===== src/rtl/cpu_types_pkg.sv =====
// MIPS instruction field encodings and ALU operation codes shared by the
// control path and the datapath.
package cpu_types_pkg;

    typedef enum logic [5:0] {
        RTYPE = 6'h00,
        J     = 6'h02,
        JAL   = 6'h03,
        BEQ   = 6'h04,
        BNE   = 6'h05,
        ADDI  = 6'h08,
        ADDIU = 6'h09,
        SLTI  = 6'h0A,
        SLTIU = 6'h0B,
        ANDI  = 6'h0C,
        ORI   = 6'h0D,
        XORI  = 6'h0E,
        LUI   = 6'h0F,
        LW    = 6'h23,
        SW    = 6'h2B,
        HALT  = 6'h3F
    } opcode_t;

    typedef enum logic [5:0] {
        SLL  = 6'h00,
        SRL  = 6'h02,
        JR   = 6'h08,
        ADD  = 6'h20,
        ADDU = 6'h21,
        SUB  = 6'h22,
        SUBU = 6'h23,
        AND  = 6'h24,
        OR   = 6'h25,
        XOR  = 6'h26,
        NOR  = 6'h27,
        SLT  = 6'h2A,
        SLTU = 6'h2B
    } funct_t;

    typedef enum logic [3:0] {
        ALU_SLL, ALU_SRL, ALU_ADD, ALU_SUB, ALU_AND,
        ALU_OR, ALU_XOR, ALU_NOR, ALU_SLT, ALU_SLTU
    } aluop_t;

endpackage


===== src/rtl/data_path_muxs_pkg.sv =====
// Datapath mux select encodings, plus the sequencer state and the
// instruction classes the decoder hands to the sequencer.
package data_path_muxs_pkg;

    typedef enum logic [1:0] {
        SEL_LOAD_NXT_INSTR, SEL_LOAD_BR_ADDR, SEL_LOAD_JMP_ADDR, SEL_LOAD_JR_ADDR
    } pc_mux_input_selection;

    typedef enum logic [1:0] {
        SEL_RESULT, SEL_DLOAD, SEL_NPC, SEL_IMM16_TO_UPPER_32
    } mem_to_reg_mux_selection;

    typedef enum logic {
        SEL_REG_DATA, SEL_IMM16
    } alu_source_mux_selection;

    typedef enum logic [1:0] {
        SEL_RD, SEL_RT, SEL_RETURN_REGISTER
    } reg_dest_mux_selection;

    typedef enum logic [2:0] {
        FETCH, DECODE, EXECUTE, MEMORY, WRITEBACK, HALTED
    } seq_state_t;

    typedef enum logic [3:0] {
        CLS_NOP, CLS_ALU_R, CLS_ALU_I, CLS_LW, CLS_SW,
        CLS_BEQ, CLS_BNE, CLS_JR, CLS_J, CLS_JAL, CLS_HALT
    } instr_class_t;

endpackage


===== src/rtl/datapath_sequencer_instr_decoder.sv =====
// Combinational IR decode: instruction class, ALU operation and the selects
// that depend only on the instruction, not on the sequencer state.
module instr_decoder
    import cpu_types_pkg::*;
    import data_path_muxs_pkg::*;
#(
    parameter logic [5:0] HALT_OPCODE = 6'h3F
) (
    input  logic [5:0]              i_opcode,
    input  logic [5:0]              i_funct,
    output instr_class_t            o_class,
    output aluop_t                  o_alu_op,
    output alu_source_mux_selection o_alu_src_sel,
    output reg_dest_mux_selection   o_wb_dest_sel,
    output mem_to_reg_mux_selection o_wb_mem_to_reg_sel
);

    always_comb begin
        o_class             = CLS_NOP;
        o_alu_op            = ALU_ADD;
        o_alu_src_sel       = SEL_REG_DATA;
        o_wb_dest_sel       = SEL_RD;
        o_wb_mem_to_reg_sel = SEL_RESULT;
        // The halt opcode is configurable, so it outranks the fixed encodings.
        if (i_opcode == HALT_OPCODE) begin
            o_class = CLS_HALT;
        end else begin
            case (i_opcode)
                RTYPE: begin
                    o_class = CLS_ALU_R;
                    case (i_funct)
                        SLL:       o_alu_op = ALU_SLL;
                        SRL:       o_alu_op = ALU_SRL;
                        ADD, ADDU: o_alu_op = ALU_ADD;
                        SUB, SUBU: o_alu_op = ALU_SUB;
                        AND:       o_alu_op = ALU_AND;
                        OR:        o_alu_op = ALU_OR;
                        XOR:       o_alu_op = ALU_XOR;
                        NOR:       o_alu_op = ALU_NOR;
                        SLT:       o_alu_op = ALU_SLT;
                        SLTU:      o_alu_op = ALU_SLTU;
                        JR:        o_class  = CLS_JR;
                        default:   o_class  = CLS_NOP;
                    endcase
                end
                ADDI, ADDIU, SLTI, SLTIU, ANDI, ORI, XORI, LUI: begin
                    o_class       = CLS_ALU_I;
                    o_alu_src_sel = SEL_IMM16;
                    o_wb_dest_sel = SEL_RT;
                    case (i_opcode)
                        SLTI:    o_alu_op = ALU_SLT;
                        SLTIU:   o_alu_op = ALU_SLTU;
                        ANDI:    o_alu_op = ALU_AND;
                        ORI:     o_alu_op = ALU_OR;
                        XORI:    o_alu_op = ALU_XOR;
                        LUI:     o_wb_mem_to_reg_sel = SEL_IMM16_TO_UPPER_32;
                        default: o_alu_op = ALU_ADD;
                    endcase
                end
                LW: begin
                    o_class       = CLS_LW;
                    o_alu_src_sel = SEL_IMM16;
                end
                SW: begin
                    o_class       = CLS_SW;
                    o_alu_src_sel = SEL_IMM16;
                end
                BEQ: begin
                    o_class  = CLS_BEQ;
                    o_alu_op = ALU_SUB;
                end
                BNE: begin
                    o_class  = CLS_BNE;
                    o_alu_op = ALU_SUB;
                end
                J:       o_class = CLS_J;
                JAL:     o_class = CLS_JAL;
                default: o_class = CLS_NOP;
            endcase
        end
    end

endmodule


===== src/rtl/datapath_sequencer.sv =====
// Multicycle MIPS control FSM: owns the instruction register and sequences
// fetch, decode, execute, memory and writeback for the datapath.
module datapath_sequencer
    import cpu_types_pkg::*;
    import data_path_muxs_pkg::*;
#(
    parameter logic [5:0] HALT_OPCODE = 6'h3F
) (
    input  logic                    CLK,
    input  logic                    nRST,
    input  logic [31:0]             imemload,
    input  logic                    ihit,
    input  logic                    dhit,
    input  logic                    zero,
    output logic [31:0]             instr,
    output pc_mux_input_selection   pc_sel,
    output mem_to_reg_mux_selection mem_to_reg_sel,
    output alu_source_mux_selection alu_src_sel,
    output reg_dest_mux_selection   reg_dest_sel,
    output aluop_t                  alu_op,
    output logic                    pc_en,
    output logic                    reg_wen,
    output logic                    imemREN,
    output logic                    dmemREN,
    output logic                    dmemWEN,
    output logic                    halt
);

    seq_state_t              r_state;
    seq_state_t              w_state_next;
    logic [31:0]             r_instr;
    logic                    w_instr_latch;
    instr_class_t            w_class;
    aluop_t                  w_alu_op;
    alu_source_mux_selection w_alu_src_sel;
    reg_dest_mux_selection   w_wb_dest_sel;
    mem_to_reg_mux_selection w_wb_mem_to_reg_sel;

    instr_decoder #(
        .HALT_OPCODE (HALT_OPCODE)
    ) u_decoder (
        .i_opcode            (r_instr[31:26]),
        .i_funct             (r_instr[5:0]),
        .o_class             (w_class),
        .o_alu_op            (w_alu_op),
        .o_alu_src_sel       (w_alu_src_sel),
        .o_wb_dest_sel       (w_wb_dest_sel),
        .o_wb_mem_to_reg_sel (w_wb_mem_to_reg_sel)
    );

    assign instr = r_instr;

    always_ff @(posedge CLK or negedge nRST) begin
        if (!nRST) begin
            r_state <= FETCH;
            r_instr <= '0;
        end else begin
            r_state <= w_state_next;
            if (w_instr_latch) begin
                r_instr <= imemload;
            end
        end
    end

    always_comb begin
        w_state_next   = r_state;
        w_instr_latch  = 1'b0;
        pc_sel         = SEL_LOAD_NXT_INSTR;
        mem_to_reg_sel = SEL_RESULT;
        alu_src_sel    = SEL_REG_DATA;
        reg_dest_sel   = SEL_RD;
        alu_op         = ALU_ADD;
        pc_en          = 1'b0;
        reg_wen        = 1'b0;
        imemREN        = 1'b0;
        dmemREN        = 1'b0;
        dmemWEN        = 1'b0;
        halt           = 1'b0;
        case (r_state)
            FETCH: begin
                imemREN = 1'b1;
                if (ihit) begin
                    w_instr_latch = 1'b1;
                    w_state_next  = DECODE;
                end
            end
            DECODE: begin
                case (w_class)
                    CLS_HALT: w_state_next = HALTED;
                    CLS_J: begin
                        pc_sel       = SEL_LOAD_JMP_ADDR;
                        pc_en        = 1'b1;
                        w_state_next = FETCH;
                    end
                    CLS_JAL: begin
                        pc_sel         = SEL_LOAD_JMP_ADDR;
                        pc_en          = 1'b1;
                        reg_wen        = 1'b1;
                        reg_dest_sel   = SEL_RETURN_REGISTER;
                        mem_to_reg_sel = SEL_NPC;
                        w_state_next   = FETCH;
                    end
                    default: w_state_next = EXECUTE;
                endcase
            end
            EXECUTE: begin
                alu_src_sel = w_alu_src_sel;
                alu_op      = w_alu_op;
                case (w_class)
                    CLS_BEQ, CLS_BNE: begin
                        // Taken when the zero flag matches the branch sense.
                        if ((w_class == CLS_BEQ) == zero) begin
                            pc_sel = SEL_LOAD_BR_ADDR;
                        end
                        pc_en        = 1'b1;
                        w_state_next = FETCH;
                    end
                    CLS_JR: begin
                        pc_sel       = SEL_LOAD_JR_ADDR;
                        pc_en        = 1'b1;
                        w_state_next = FETCH;
                    end
                    CLS_LW, CLS_SW: w_state_next = MEMORY;
                    default:        w_state_next = WRITEBACK;
                endcase
            end
            MEMORY: begin
                dmemREN = (w_class == CLS_LW);
                dmemWEN = (w_class == CLS_SW);
                if (dhit) begin
                    pc_en        = 1'b1;
                    w_state_next = FETCH;
                    if (w_class == CLS_LW) begin
                        reg_wen        = 1'b1;
                        mem_to_reg_sel = SEL_DLOAD;
                        reg_dest_sel   = SEL_RT;
                    end
                end
            end
            WRITEBACK: begin
                pc_en        = 1'b1;
                w_state_next = FETCH;
                // Unknown encodings retire here as a NOP without a register write.
                if (w_class == CLS_ALU_R || w_class == CLS_ALU_I) begin
                    reg_wen        = 1'b1;
                    reg_dest_sel   = w_wb_dest_sel;
                    mem_to_reg_sel = w_wb_mem_to_reg_sel;
                end
            end
            HALTED:  halt = 1'b1;
            default: w_state_next = FETCH;
        endcase
    end

endmodule


===== config.mk =====
export PLATFORM = sky130hd
export DESIGN_NAME = datapath_sequencer
export DESIGN_NICKNAME = d
export VERILOG_FILES = /design/src/rtl/cpu_types_pkg.sv /design/src/rtl/data_path_muxs_pkg.sv /design/src/rtl/datapath_sequencer_instr_decoder.sv /design/src/rtl/datapath_sequencer.sv
export SDC_FILE = /design/constraint.sdc
export NUM_CORES = 1
export LEC_CHECK = 0
export BUFFER_PORTS_ARGS = -buffer_cell sky130_fd_sc_hd__buf_2
export CAP_MARGIN = 5
export CELL_PAD_IN_SITES_DETAIL_PLACEMENT = 2
export CELL_PAD_IN_SITES_GLOBAL_PLACEMENT = 2
export CORE_MARGIN = 2
export CORE_UTILIZATION = 25
export DETAILED_ROUTE_END_ITERATION = 8
export PLACE_DENSITY = 0.8
export SLEW_MARGIN = 25
export SYNTH_ARGS = -nofsm -noshare
export SYNTH_HDL_FRONTEND = slang
export SYNTH_SLANG_ARGS = --single-unit

===== constraint.sdc =====
create_clock -name CLK -period 1.58 [get_ports CLK]
set_clock_uncertainty 0.15 [all_clocks]
set_input_delay 0 -clock CLK [delete_from_list [all_inputs] [get_ports CLK]]
set_output_delay 0 -clock CLK [all_outputs]
set_load 0.1 [all_outputs]

Yosys cells after proc, flatten, opt, wreduce, memory -nomap -nowiden
Index checks and enable logic that the tools add are counted.
W data, S select, Z words.

word-level totals
  flip-flop bits (word level) = 35
  input bits = 37
  output and inout bits = 49
  word-level logic and storage cells = 109

operators by class
  eq/ne operators = 45
  muxes and demuxes = 47
  bitwise operators = 1
  reductions and logical operators = 14

operators by type and width
  operator              number
  $eq A6 B6 Y1 const B  13
  $eq A6 B4 Y1 const B  9
  $pmux W4 S9           1
  $pmux W4 S8           1
  $mux W1               20
  $pmux W4 S5           1
  $eq A6 B2 Y1 const B  3
  $pmux W3 S2           3
  $eq A4 B3 Y1 const B  4
  $mux W2               8
  $pmux W3 S5           1
  $eq A4 B4 Y1 const B  3
  $eq A6 B3 Y1 const B  2
  $logic_not A6 Y1      2
  $mux W4               3
  $pmux W2 S3           2
  $pmux W4 S3           1
  $reduce_or A12 Y1     1
  $reduce_or A10 Y1     1
  $reduce_or A2 Y1      5
  $eq A4 B2 Y1 const B  2
  $pmux W2 S2           2
  $reduce_or A8 Y1      1
  $eq A3 B2 Y1 const B  2
  13 further kinds      16

Longest topological paths before layout
Gate-level depths: netlist of the first run.

  depth in word-level cells = 10
  mapped depth = 7
  depth with buffers taken out = 5

Modules after synthesis
From an unflattened synthesis of the first run, not the netlist that was laid out.

unflattened totals
  cell total of the unflattened synthesis = 215
  area, all modules = 2346.0 µm²

modules (own cells, without submodules)
  module              instances  cells an instance  area an instance (µm²)  sequential area each (µm²)
  datapath_sequencer  1          146                1869.3                  875.8
  instr_decoder       1          69                 476.7                   0.0

Worst setup path after synthesis of the first run
No wires, ideal clock.

  path kind = register to output
  from = register r_instr[31] (netlist: instr[31])
  to = output mem_to_reg_sel[0]
  arrival = 5.096 ns
  required time = 1.430 ns
  setup slack = -3.666 ns
  cell stages (with the launch flop) = 7
  cell sequence = dfrtp_1 -> buf_2 -> and4b_1 -> nand3_1 -> nor3_1 -> nand2_1 -> o21ai_0

on the way
  longest elaborated chain between the ends = 8
  elaborated cells on any way between the ends = 30
  classes of those cells = 18 x eq/ne; 9 x mux; 3 x reduce/logical

ends and longest elaborated chain
  what                                           RTL line                                                                        source
  from (decl)                                    datapath_sequencer.sv:31                                                        logic [31:0] r_instr;
  from (signal assigned)                         datapath_sequencer.sv:60                                                        r_instr <= imemload;
  $eq A6 B4 Y1 (on tied branches)                datapath_sequencer_instr_decoder.sv:28, datapath_sequencer_instr_decoder.sv:50
  $reduce_or A8 Y1                               datapath_sequencer_instr_decoder.sv:28                                          case (i_opcode)
  $pmux W4 S8                                    datapath_sequencer_instr_decoder.sv:28
  $mux W4                                        datapath_sequencer_instr_decoder.sv:25                                          if (i_opcode == HALT_OPCODE) begin
  $eq A4 B2 Y1, or another cell as far along     datapath_sequencer.sv:133                                                       if (w_class == CLS_LW) begin
  $mux W1 or $logic_or A1 B1 Y1 (tied branches)  datapath_sequencer.sv:133, datapath_sequencer.sv:144
  $mux W1 or $mux W2 (tied branches)             datapath_sequencer.sv:130, datapath_sequencer.sv:144
  $pmux W2 S3 (*)                                datapath_sequencer.sv:79                                                        case (r_state)
  to (decl)                                      datapath_sequencer.sv:17                                                        output mem_to_reg_mux_selection mem_to_reg_sel,

Mark *: on every way between the ends. The rest lies on a longest branch, timed or not.

Final worst setup path of the first run
  from = register r_instr[31] (netlist: instr[31])
  to = output pc_sel[0]

on the way
  longest elaborated chain between the ends = 9
  elaborated cells on any way between the ends = 27
  classes of those cells = 19 x eq/ne; 5 x mux; 3 x reduce/logical

ends and longest elaborated chain
  what              RTL line                                              source
  $eq A6 B4 Y1      datapath_sequencer_instr_decoder.sv:28
  $reduce_or A8 Y1  datapath_sequencer_instr_decoder.sv:28
  $pmux W4 S8       datapath_sequencer_instr_decoder.sv:28
  $mux W4 (*)       datapath_sequencer_instr_decoder.sv:25
  $eq A4 B3 Y1      datapath_sequencer.sv:109, datapath_sequencer.sv:112
  $eq A1 B1 Y1      datapath_sequencer.sv:112                             if ((w_class == CLS_BEQ) == zero) begin
  $mux W1           datapath_sequencer.sv:112
  $pmux W2 S2 (*)   datapath_sequencer.sv:109                             case (w_class)
  $pmux W2 S2 (*)   datapath_sequencer.sv:79
  to (decl)         datapath_sequencer.sv:16                              output pc_mux_input_selection pc_sel,

Marked as above.

==> metrics.md, run 1 <==
| Metric | Value |
|---|---|
| Final setup vio count | `52` |
| H-Tree Depth | `2` |
| Async set or reset register ratio after synthesis | `100%` |
| Area grow syn2layout | `134%` |
| Die Ht | `93.1 µm` |
| GPL Wtd Cong | `0.806` |
| Crit start category | `register` |
| Layout cell share with drive strength beyond 1 | `71.7%` |
| Tcrit/Tclk final | `172%` |
| Unrepaired setup endpoints after global routing | `true` |
| Worst-path clk slew | `0.10 ns` |
| Die X | `93.1 µm` |
| Wire length on met2 | `8450 µm` |
| Period minus WS final | `2.72 ns` |
| Initial antenna violation count | `1` |
| Root Driver | `clkbuf_8` |
| FMAX | `0.367 GHz` |
| Final worst slack | `-1.14 ns` |
| Top area cells in the synthesized netlist | `dfrtp_1 (44%), mux2_2 (18%), nand2_1 (3.0%)` |
| Mapped cell area | `1990 µm²` |
| Fill cells | `705` |
| Die Area | `8670 µm²` |
| Synth Flop Type | `dfrtp_1` |
| Met3 wire len | `958 µm` |
| #FFs+latches synth | `35` |
| Detailed Routing Iterations Pass 1 | `4` |
| Largest net degree at the start of global routing | `36` |
| Number of clock sinks | `35` |
| Yosys top cell by area | `dfrtp_1` |
| Final nets | `432` |
| Final WL | `16,500 µm` |
| GRT Total Usage | `30.3%` |
| Post-Route M1 WL | `6050 µm` |
| Max Cap Viol | `0` |
| # port buffers | `85` |
| Final Hold Vio Count | `0` |
| Crit path largest cell delay | `0.55 ns` |
| Boundary pin count | `86` |
| Max layer used | `met5` |
| Mean post-synth cell area | `10.3 µm²` |
| Failing checks | `negative setup slack` |
| Ys Warns | `0` |
| Per-cell routed wire length | `33.2 µm` |
| Worst Setup End Kind | `primary output` |
| CP Data Required Time | `1.43 ns` |
| Cell variety after synth | `42` |
| Drt via density | `5.50` |
| Num rows | `32` |
| CTS Buffer Depth | `2` |
| Least-Margin Pin Slew | `0.526 ns` |
| HP Class | `in -> async` |
| Crit-path slowest cell | `dfrtp_4` |
| Commonest cells after routing, fill and taps aside | `buf_2 (64), buf_4 (62), dlygate4sd3_1 (34), mux2_4 (31), buf_12 (25)` |
| Final core area utilization | `60.1%` |
| Syn Inst Count | `193` |
| Num CTS Buffers | `5` |
| Diode count | `0` |
| Worst path cell trace | `nor4_4 -> nand4b_1 -> o21ai_2 -> nand3_2 -> buf_4 -> nor2_2 -> buf_12` |
| Critical path peak fanout | `6` |
| Max_slew headroom | `65.2%` |
| Arrival @ worst endpoint | `2.57 ns` |
| Syn Nets | `230` |
| Number of global-route vias before repair | `3,019` |
| Initial Utilization | `25.7%` |
| Crit Path Category | `reg -> out` |
| Post-synth EDFFs | `0` |
| Post-Layout Cell Count | `498` |
| Commonest non-fill, non-tap cell in the layout | `buf_2` |
| Worst skew pair latency | `0.30 ns` |
| Core area | `7730 µm²` |
| Post-synthesis sequential area ratio | `44.1%` |
| Slew Viols, Final | `0` |
| HPWL after detailed placement | `6590 µm` |
| Cells after DPL | `427` |
| Initial DRC Count | `156` |
| Total gr overflow | `0` |
| Number of remaining DRC errors | `0` |
| Top-area cell type share of the netlist area | `44.1%` |
| Vias | `2,737` |
| Antenna Nets Post-Route | `0` |
| First-pass GRT wire length | `19,100 µm` |
| Status | `finished with violations` |
| CTS tree | `done` |
[logic make-up after synthesis]
family / share of synthesized area (%)
muxes: 18.6
xor gates and xnor gates: 0.441
DFF: 44.1
and+or+nand+nor: 20.5
AOI/OAI and AO/OA: 12.5
buffers and inverters: 3.84
[synth_stat cells (2+ instances only)]
| cell type | count |
|---|---|
| mux2_2 | 31 |
| dfrtp_1 | 35 |
| buf_2 | 10 |
| o31ai_1 | 2 |
| nand2b_1 | 6 |
| nor4_1 | 2 |
| mux2i_1 | 2 |
| o21ai_0 | 10 |
| nand3_1 | 7 |
| and3_1 | 3 |
| and2_1 | 2 |
| or3_1 | 2 |
| nand4b_1 | 2 |
| a211oi_1 | 2 |
| o211ai_1 | 4 |
| nor2_1 | 10 |
| o32a_1 | 2 |
| nand4_1 | 4 |
| inv_1 | 3 |
| nor2b_1 | 4 |
| o21ai_1 | 2 |
| a21oi_1 | 5 |
| nor3_1 | 6 |
| clkbuf_1 | 4 |
| nand2_1 | 16 |
[path summary, 6_finish.rpt]
| kind | startpoint | endpoint | slack, ns | depth (start not counted) |
|---|---|---|---|---|
| max in group asynchronous | nRST | instr[30] | 0.99 | 3 |
| min in group CLK | ihit | r_state[0] | 0.17 | 5 |
| hold reg to reg | instr[11] | instr[11] | 0.38 | 1 |
| setup / recovery | instr[31] | pc_sel[0] | -1.14 | 7 |
| setup reg to reg | instr[31] | r_state[1] | -0.56 | 6 |
| hold / removal | nRST | instr[7] | 0.06 | 3 |
[flip-flops by register name, indices dropped and copies added, names as in the netlist]
signal   flops
instr       32
r_state      3
[worst max-delay path: cells and delay by family, from the launching register on]
kind | cells | cell delay (ns)
and+or+nand+nor | 4 | 1.11
buffers and inverters | 2 | 0.40
DFF | 1 | 0.55
AOI/OAI and AO/OA | 1 | 0.21
[layout make-up]
type                    instances  area, µm²  area share (%)
repair buffers                209       1930            41.5
multi-input cells             141       1540            33.2
flip-flops and latches         35        917            19.7
well taps                     102        128            2.75
clock buffers                   6       82.6            1.78
clock inverters                 2       35.0           0.754
inverters                       3       15.0           0.323
[through the flow]
stage	setup slack (ns)	cell area, µm²	setup TNS (ns)	hold WS [ns]
floorplan	-1.60	2430	-13.47	-0.446
global placement	-0.456	3600	-7.31	-0.177
detailed placement	-0.552	3600	-8.57	-0.171
CTS	-0.828	4410	-16.20	0.00517
global route	-1.23	4650	-24.49	0.0797
finish	-1.14	4650	-23.15	0.0616
[what timing repair did]
item                                    in CTS  in global routing
buffers inserted                            17                 21
resized for setup                           42                 42
hold endpoints to repair                    68                  0
gates cloned                                 2                  0
pin swaps                                   23                 22
endpoints found under the setup margin      50                 55
hold buffers                                34                  0
[layer usage]
metal | vias up | GRT usage [%]
met3 | 77 | 6.29
met4 | 2 | 12.0
met2 | 173 | 55.3
met5 | - | 0
met1 | 1372 | 34.3
li1 | 1113 | -
Power of run 1 is not shown: default switching activity piles up to over one toggle a cycle in this logic, so the estimate is an artifact.
==> run 2: changes to the inputs <==
- RECOVER_POWER: default -> 25
==> run 2 against run 1 <==
The flow still finishes with violations (negative setup slack); global-route usage unchanged; setup slack improved by 0.0024 ns; sequential share of layout area increased by 0.064 points; maximum frequency about the same; highest routed layer unchanged; clock-buffer cell count unchanged; cell count unchanged; non-clock buffer count unchanged; largest cell class unchanged.
==> metrics.md, run 2 (synthesized netlist as in run 1, its figures left out) <==
| Metric | Value |
|---|---|
| Status | `finished with violations` |
| Failing checks | `negative setup slack` |
| Crit Path Category | `reg -> out` |
| Initial Utilization | `25.7% (unchanged)` |
| Commonest cells after routing, fill and taps aside | `buf_2 (64), buf_4 (62), dlygate4sd3_1 (34), mux2_4 (31), buf_12 (24)` |
| CTS tree | `done` |
| CP Data Required Time | `1.43 ns (about the same)` |
| Number of global-route vias before repair | `3,019 (unchanged)` |
| Die Ht | `93.1 µm (unchanged)` |
| Root Driver | `clkbuf_8` |
| # port buffers | `85 (unchanged)` |
| Detailed Routing Iterations Pass 1 | `4 (unchanged)` |
| Area grow syn2layout | `133%` |
| Crit path largest cell delay | `0.55 ns (about the same)` |
| GRT Total Usage | `30.3% (unchanged)` |
| Boundary pin count | `86 (unchanged)` |
| Num CTS Buffers | `5 (unchanged)` |
| First-pass GRT wire length | `19,100 µm (unchanged)` |
| Crit-path slowest cell | `dfrtp_4` |
| Final worst slack | `-1.14 ns (+0.00238 ns)` |
| Final WL | `16,500 µm (about the same)` |
| Layout cell share with drive strength beyond 1 | `71.7% (unchanged)` |
| Crit start category | `register` |
| Unrepaired setup endpoints after global routing | `true` |
| Number of remaining DRC errors | `0 (unchanged)` |
| Post-Layout Cell Count | `498 (unchanged)` |
| Worst skew pair latency | `0.30 ns (about the same)` |
| Slew Viols, Final | `0 (unchanged)` |
| Die X | `93.1 µm (unchanged)` |
| GPL Wtd Cong | `0.806 (unchanged)` |
| FF-to-FF path depth | `6 (unchanged)` |
| CTS Buffer Depth | `2 (unchanged)` |
| Multi-input logic area | `1540 µm² (unchanged)` |
| Critical R2R Capture | `r_state[1]` |
| Crit path from | `instr[31]` |
| Largest net degree at the start of global routing | `36 (unchanged)` |
| Diode count | `0 (unchanged)` |
| Hold Path Origin | `ihit` |
| Initial DRC Count | `170 (+9.0%)` |
| H-Tree Depth | `2 (unchanged)` |
| Number of clock sinks | `35 (unchanged)` |
| Commonest non-fill, non-tap cell in the layout | `buf_2` |
| Antenna Nets Post-Route | `0 (unchanged)` |
| Num rows | `32 (unchanged)` |
| Arrival @ worst endpoint | `2.57 ns (about the same)` |
| End of the critical path | `pc_en` |
| Tcrit/Tclk final | `172% (about the same)` |
| Die Area | `8670 µm² (unchanged)` |
| Initial antenna violation count | `1 (unchanged)` |
| Critical path peak fanout | `6 (unchanged)` |
| Worst path cell trace | `nor4_4 -> nand4b_1 -> nand4_1 -> buf_6 -> nor2_1 -> o211ai_1 -> clkbuf_16` |
| HPWL after detailed placement | `6590 µm (unchanged)` |
| Final Hold Vio Count | `0 (unchanged)` |
| Total gr overflow | `0 (unchanged)` |
| Final nets | `432 (unchanged)` |
| Fill cells | `706 (+0.14%)` |
| Per-cell routed wire length | `33.2 µm (about the same)` |
| Worst-path clk slew | `0.10 ns (about the same)` |
| Final setup vio count | `52 (unchanged)` |
| Core area | `7730 µm² (unchanged)` |
| Final TNS setup | `-23.24 ns (-0.0898 ns)` |
| Max reg flops | `32 (unchanged)` |
| Max Cap Viol | `0 (unchanged)` |
| Worst R2R Start | `instr[31]` |
| Worst Setup End Kind | `primary output` |
| FMAX | `0.367 GHz (about the same)` |
| HP Class | `in -> reg` |
| Max_slew headroom | `32.2% (-33 points)` |
| Least-Margin Pin Slew | `1.02 ns (+0.491 ns)` |
| Cells after DPL | `427 (unchanged)` |
| Vias | `2,711 (-0.95%)` |
| Reg area | `917 µm² (unchanged)` |
| R2R Setup Slk | `-0.56 ns (about the same)` |
| Period minus WS final | `2.72 ns (-0.00238 ns)` |
| Drt via density | `5.44 (-0.95%)` |
-- run 2: final cells by class --
cell class,instances,share of cell area (%)
Clock buffer,6,1.78
Clock inverter,2,0.756
Inverter,3,0.324
Multi-Input combinational cell,141,33.3
Sequential cell,35,19.8
Tap cell,102,2.76
Timing Repair Buffer,209,41.3
-- run 2: per-layer routing --
layer	wire, µm	vias to the layer above	GRT usage, %
met4	1060	2	12.0
li1	-	1113	-
met1	5970	1351	34.3
met2	8490	173	55.3
met5	13	-	0
met3	995	72	6.29
-- run 2: worst max-delay path, delay by kind of cell (launching register included) --
family / cells / cell delay, ns
buffers and inverters: 2 / 0.42
DFF: 1 / 0.55
and+or+nand+nor: 4 / 0.96
AOI/OAI and AO/OA: 1 / 0.32
-- run 2: stage by stage --
stage               utilization (%)  setup WS [ns]  hold WS, ns  instance area, µm²
floorplan                         -          -1.60       -0.446                2430
global placement               46.6         -0.456       -0.177                3600
detailed placement             46.6         -0.552       -0.171                3600
CTS                            57.0         -0.828      0.00517                4410
global route                   59.9          -1.23        0.232                4630
finish                         59.9          -1.14        0.172                4630
-- run 2: worst min-delay path by stage --
stage | endpoint | cells after the start
floorplan | instr[10] | 0
global placement | instr[9] | 2
detailed placement | instr[9] | 2
CTS | r_state[0] | 4
global route | r_state[0] | 5
finish | r_state[0] | 5
-- run 2: timing repair --
action	4_1_cts	5_1_grt
gates resized for setup	42	42
hold buffers	34	0
gates cloned	2	0
buffers inserted	17	21
pin swaps	23	22
hold endpoints to repair	68	0
setup endpoints to repair	50	55
Power of run 2 is left out for the same reason.
==> run 3: changes to the inputs <==
- ABC_AREA: default -> 1
- CAP_MARGIN: 5 -> 0
- CORE_UTILIZATION: 25 -> 24
- PLACE_DENSITY: 0.8 -> 0.81
==> run 3 against run 2 <==
The run still ends with negative setup slack left; clock-buffer cell count stayed put; synthesized area is 0.13% lower; setup slack better by 0.25 ns; maximum frequency is 10% higher; hold slack worse by 0.030 ns; critical path type unchanged; largest cell class unchanged.
==> metrics.md, run 3 <==
| Metric | Value |
|---|---|
| Area after DPL | `3550 µm² (-1.4%)` |
| FMAX | `0.405 GHz (+10%)` |
| Worst skew pair latency | `0.31 ns (about the same)` |
| Max reg flops | `32 (unchanged)` |
| Die X | `94.9 µm (+1.9%)` |
| Initial DRC Count | `200 (+18%)` |
| Largest family of logic cells by synthesized area | `simple AND/OR/NAND/NOR gates` |
| Count leader, synth | `nor2_1` |
| Detailed Routing Iterations Pass 1 | `4 (unchanged)` |
| Pwr per Cell Area | `2530 nW/µm²` |
| Commonest cells after routing, fill and taps aside | `buf_4 (67), buf_2 (63), dlygate4sd3_1 (35), nor2_4 (25)` |
| Initial Utilization | `24.5% (-1.2 points)` |
| CTS tree | `done` |
| Post-synth EDFFs | `0 (unchanged)` |
| Final WL | `18,800 µm (+14%)` |
| Setup slack at placement | `-0.328 ns (+0.225 ns)` |
| Crit Path Category | `reg -> out` |
| Worst Setup End Kind | `primary output` |
| Period minus WS final | `2.47 ns (-0.254 ns)` |
| Arrival @ worst endpoint | `2.32 ns (-0.25 ns)` |
| Async set or reset register ratio after synthesis | `100% (unchanged)` |
| Antenna Nets Post-Route | `0 (unchanged)` |
| Synth Area in Adders | `0% (unchanged)` |
| Multiplexer share of the synthesized area | `13.1% (-5.5 points)` |
| CP Data Required Time | `1.43 ns (about the same)` |
| First-pass GRT wire length | `18,600 µm (-3.0%)` |
| Cell variety after synth | `25 (-40%)` |
| HPWL after detailed placement | `6750 µm (+2.4%)` |
| Initial antenna violation count | `1 (unchanged)` |
| GRT Total Usage | `28.2% (-2.0 points)` |
| #FFs+latches synth | `35 (unchanged)` |
| Mapped cell area | `1980 µm² (-0.13%)` |
| Per-cell routed wire length | `34.2 µm (+3.0%)` |
| Crit start category | `register` |
| Least-Margin Pin Slew | `0.792 ns (-0.224 ns)` |
| Largest net degree at the start of global routing | `28 (-22%)` |
| CTS Buffer Depth | `2 (unchanged)` |
| Leak | `2.17 nW` |
| Failing checks | `negative setup slack` |
| Synth Area in XOR/XNOR | `0% (-0.44 points)` |
| Mean post-synth cell area | `8.62 µm² (-16%)` |
| Max Cap Viol | `0 (unchanged)` |
| Tcrit/Tclk final | `156% (-16 points)` |
| Number of remaining DRC errors | `0 (unchanged)` |
| Simple logic cell fraction of the synthesized area | `30.3% (+9.8 points)` |
| Final worst slack | `-0.888 ns (+0.254 ns)` |
| Commonest non-fill, non-tap cell in the layout | `buf_4` |
| Worst-path clk slew | `0.09 ns (about the same)` |
| GPL Wtd Cong | `0.832 (+3.2%)` |
| Die Area | `9010 µm² (+3.9%)` |
| Total gr overflow | `0 (unchanged)` |
| Synth top cells by count | `nor2_1 (37), dfrtp_1 (35), nand2_1 (30)` |
| Final nets | `479 (+11%)` |
| Ys Warns | `0 (unchanged)` |
| Core area | `8090 µm² (+4.7%)` |
| Num rows | `33 (+3.1%)` |
| Synth Flop Type | `dfrtp_1` |
| Die Ht | `94.9 µm (+1.9%)` |
| Status | `finished with violations` |
| Slew Viols, Final | `0 (unchanged)` |
| Tot Pwr | `11.9 mW` |
| Root Driver | `clkbuf_8` |
| Post-synthesis sequential area ratio | `44.2% (+0.056 points)` |
| Top area cells in the synthesized netlist | `dfrtp_1 (44%), mux2_2 (12%), nor2_1 (7.0%)` |
| Yosys top cell by area | `dfrtp_1` |
| Final setup vio count | `52 (unchanged)` |
| Number of global-route vias before repair | `3,174 (+5.1%)` |
| Hold WS | `0.142 ns (-0.0300 ns)` |
| Layout cell share with drive strength beyond 1 | `76.1% (+4.4 points)` |
| Drt via density | `5.40 (-0.74%)` |
| Syn Inst Count | `230 (+19%)` |
| Fin area | `4710 µm² (+1.7%)` |
| H-Tree Depth | `2 (unchanged)` |
| Final Hold Vio Count | `0 (unchanged)` |
| Peak VDD IR | `1.64 mV` |
| Area grow syn2layout | `137%` |
| Critical path peak fanout | `4 (-2)` |
| Boundary pin count | `86 (unchanged)` |
| Top-area cell type share of the netlist area | `44.2% (+0.056 points)` |
| Number of clock sinks | `35 (unchanged)` |
| Synth Area in Compound Gates | `6.31% (-6.2 points)` |
| Syn Nets | `267 (+16%)` |
| HP Class | `in -> async` |
| Vias | `2,972 (+9.6%)` |
| # port buffers | `85 (unchanged)` |
| Num CTS Buffers | `5 (unchanged)` |
| Max_slew headroom | `47.2% (+15 points)` |
| Unrepaired setup endpoints after global routing | `true` |
==> run 3: changes by cell type after synthesis, sizes merged, moves of 6 or more <==
cell,before,now
a21oi,5,12
inv,3,25
mux2,31,23
nand2,16,40
nand2b,6,0
nand3,7,24
nor2,10,42
o21ai,12,4
==> run 3: layer usage <==
metal | track usage, % | share of wire, % | up-vias
met5 | 0 | 0 | -
met4 | 7.49 | 7.8 | 0
met3 | 4.71 | 6.6 | 95
met2 | 56.3 | 52 | 219
met1 | 30.2 | 34 | 1455
li1 | - | - | 1203
==> run 3: timing repair <==
item / CTS / global route
endpoints found under the hold margin: 59 / 0
resized for setup: 68 / 71
cloned: 0 / 3
hold buffers: 35 / 0
pin swaps: 25 / 26
endpoints found under the setup margin: 50 / 52
setup buffers: 11 / 11
==> run 3: power by group <==
group / total, mW / leakage [nW] / internal, mW / switching [mW]
Combinational: 9.00 / 1.73 / 2.50 / 6.50
Clock: 0.733 / 0.0412 / 0.310 / 0.423
Sequential: 2.18 / 0.396 / 1.43 / 0.749
Total: 11.9 / 2.17 / 4.24 / 7.67
==> run 3: layout make-up <==
cell class | instances | area [µm²]
well taps | 105 | 131
diodes | 2 | 5.00
inverters | 25 | 124
fillers | 764 | 3380
flip-flops and latches | 35 | 918
clock inverters | 2 | 12.5
multi-input cells | 167 | 1630
clock buffers | 6 | 72.6
repair buffers | 208 | 1820
==> run 3: final timing paths <==
path,start,endpoint,slack (ns),cells after the start
setup / recovery,instr[4],alu_op[1],-0.89,10
hold / removal,nRST,instr[29],0.14,2
setup reg to reg,r_state[2],r_state[2],-0.33,6
hold reg to reg,instr[23],instr[23],0.37,1
max in group asynchronous,nRST,instr[17],0.48,3
min in group CLK,imemload[13],instr[13],0.31,3
==> run 3: cell families (layout without fill, tap and decap cells) <==
logic type | after synthesis | in the layout
buf+inv | 30 | 241
simple gates | 121 | 123
other cells | 0 | 2
flops | 35 | 35
mux | 23 | 23
compound gates | 21 | 21
==> run 3: worst max-delay path, stage by stage (launching register included) <==
cell	delay (ns)
dfrtp_4	0.55
inv_2	0.13
nand3_1	0.18
nor2_2	0.23
buf_4	0.16
a31oi_1	0.04
nand2_1	0.14
o21ai_0	0.14
nand2_1	0.19
nand2_4	0.08
buf_12	0.17
==> run 3: through the flow <==
stage,std cells,utilization [%],TNS [ns]
2_1_floorplan,230,-,-5.92
3_3_place_gp,483,43.9,-2.35
3_5_place_dp,483,43.9,-4.69
4_1_cts,536,53.4,-6.72
5_1_grt,550,58.2,-13.94
6_report,550,58.2,-12.44
(Power assumes the default switching activity.)
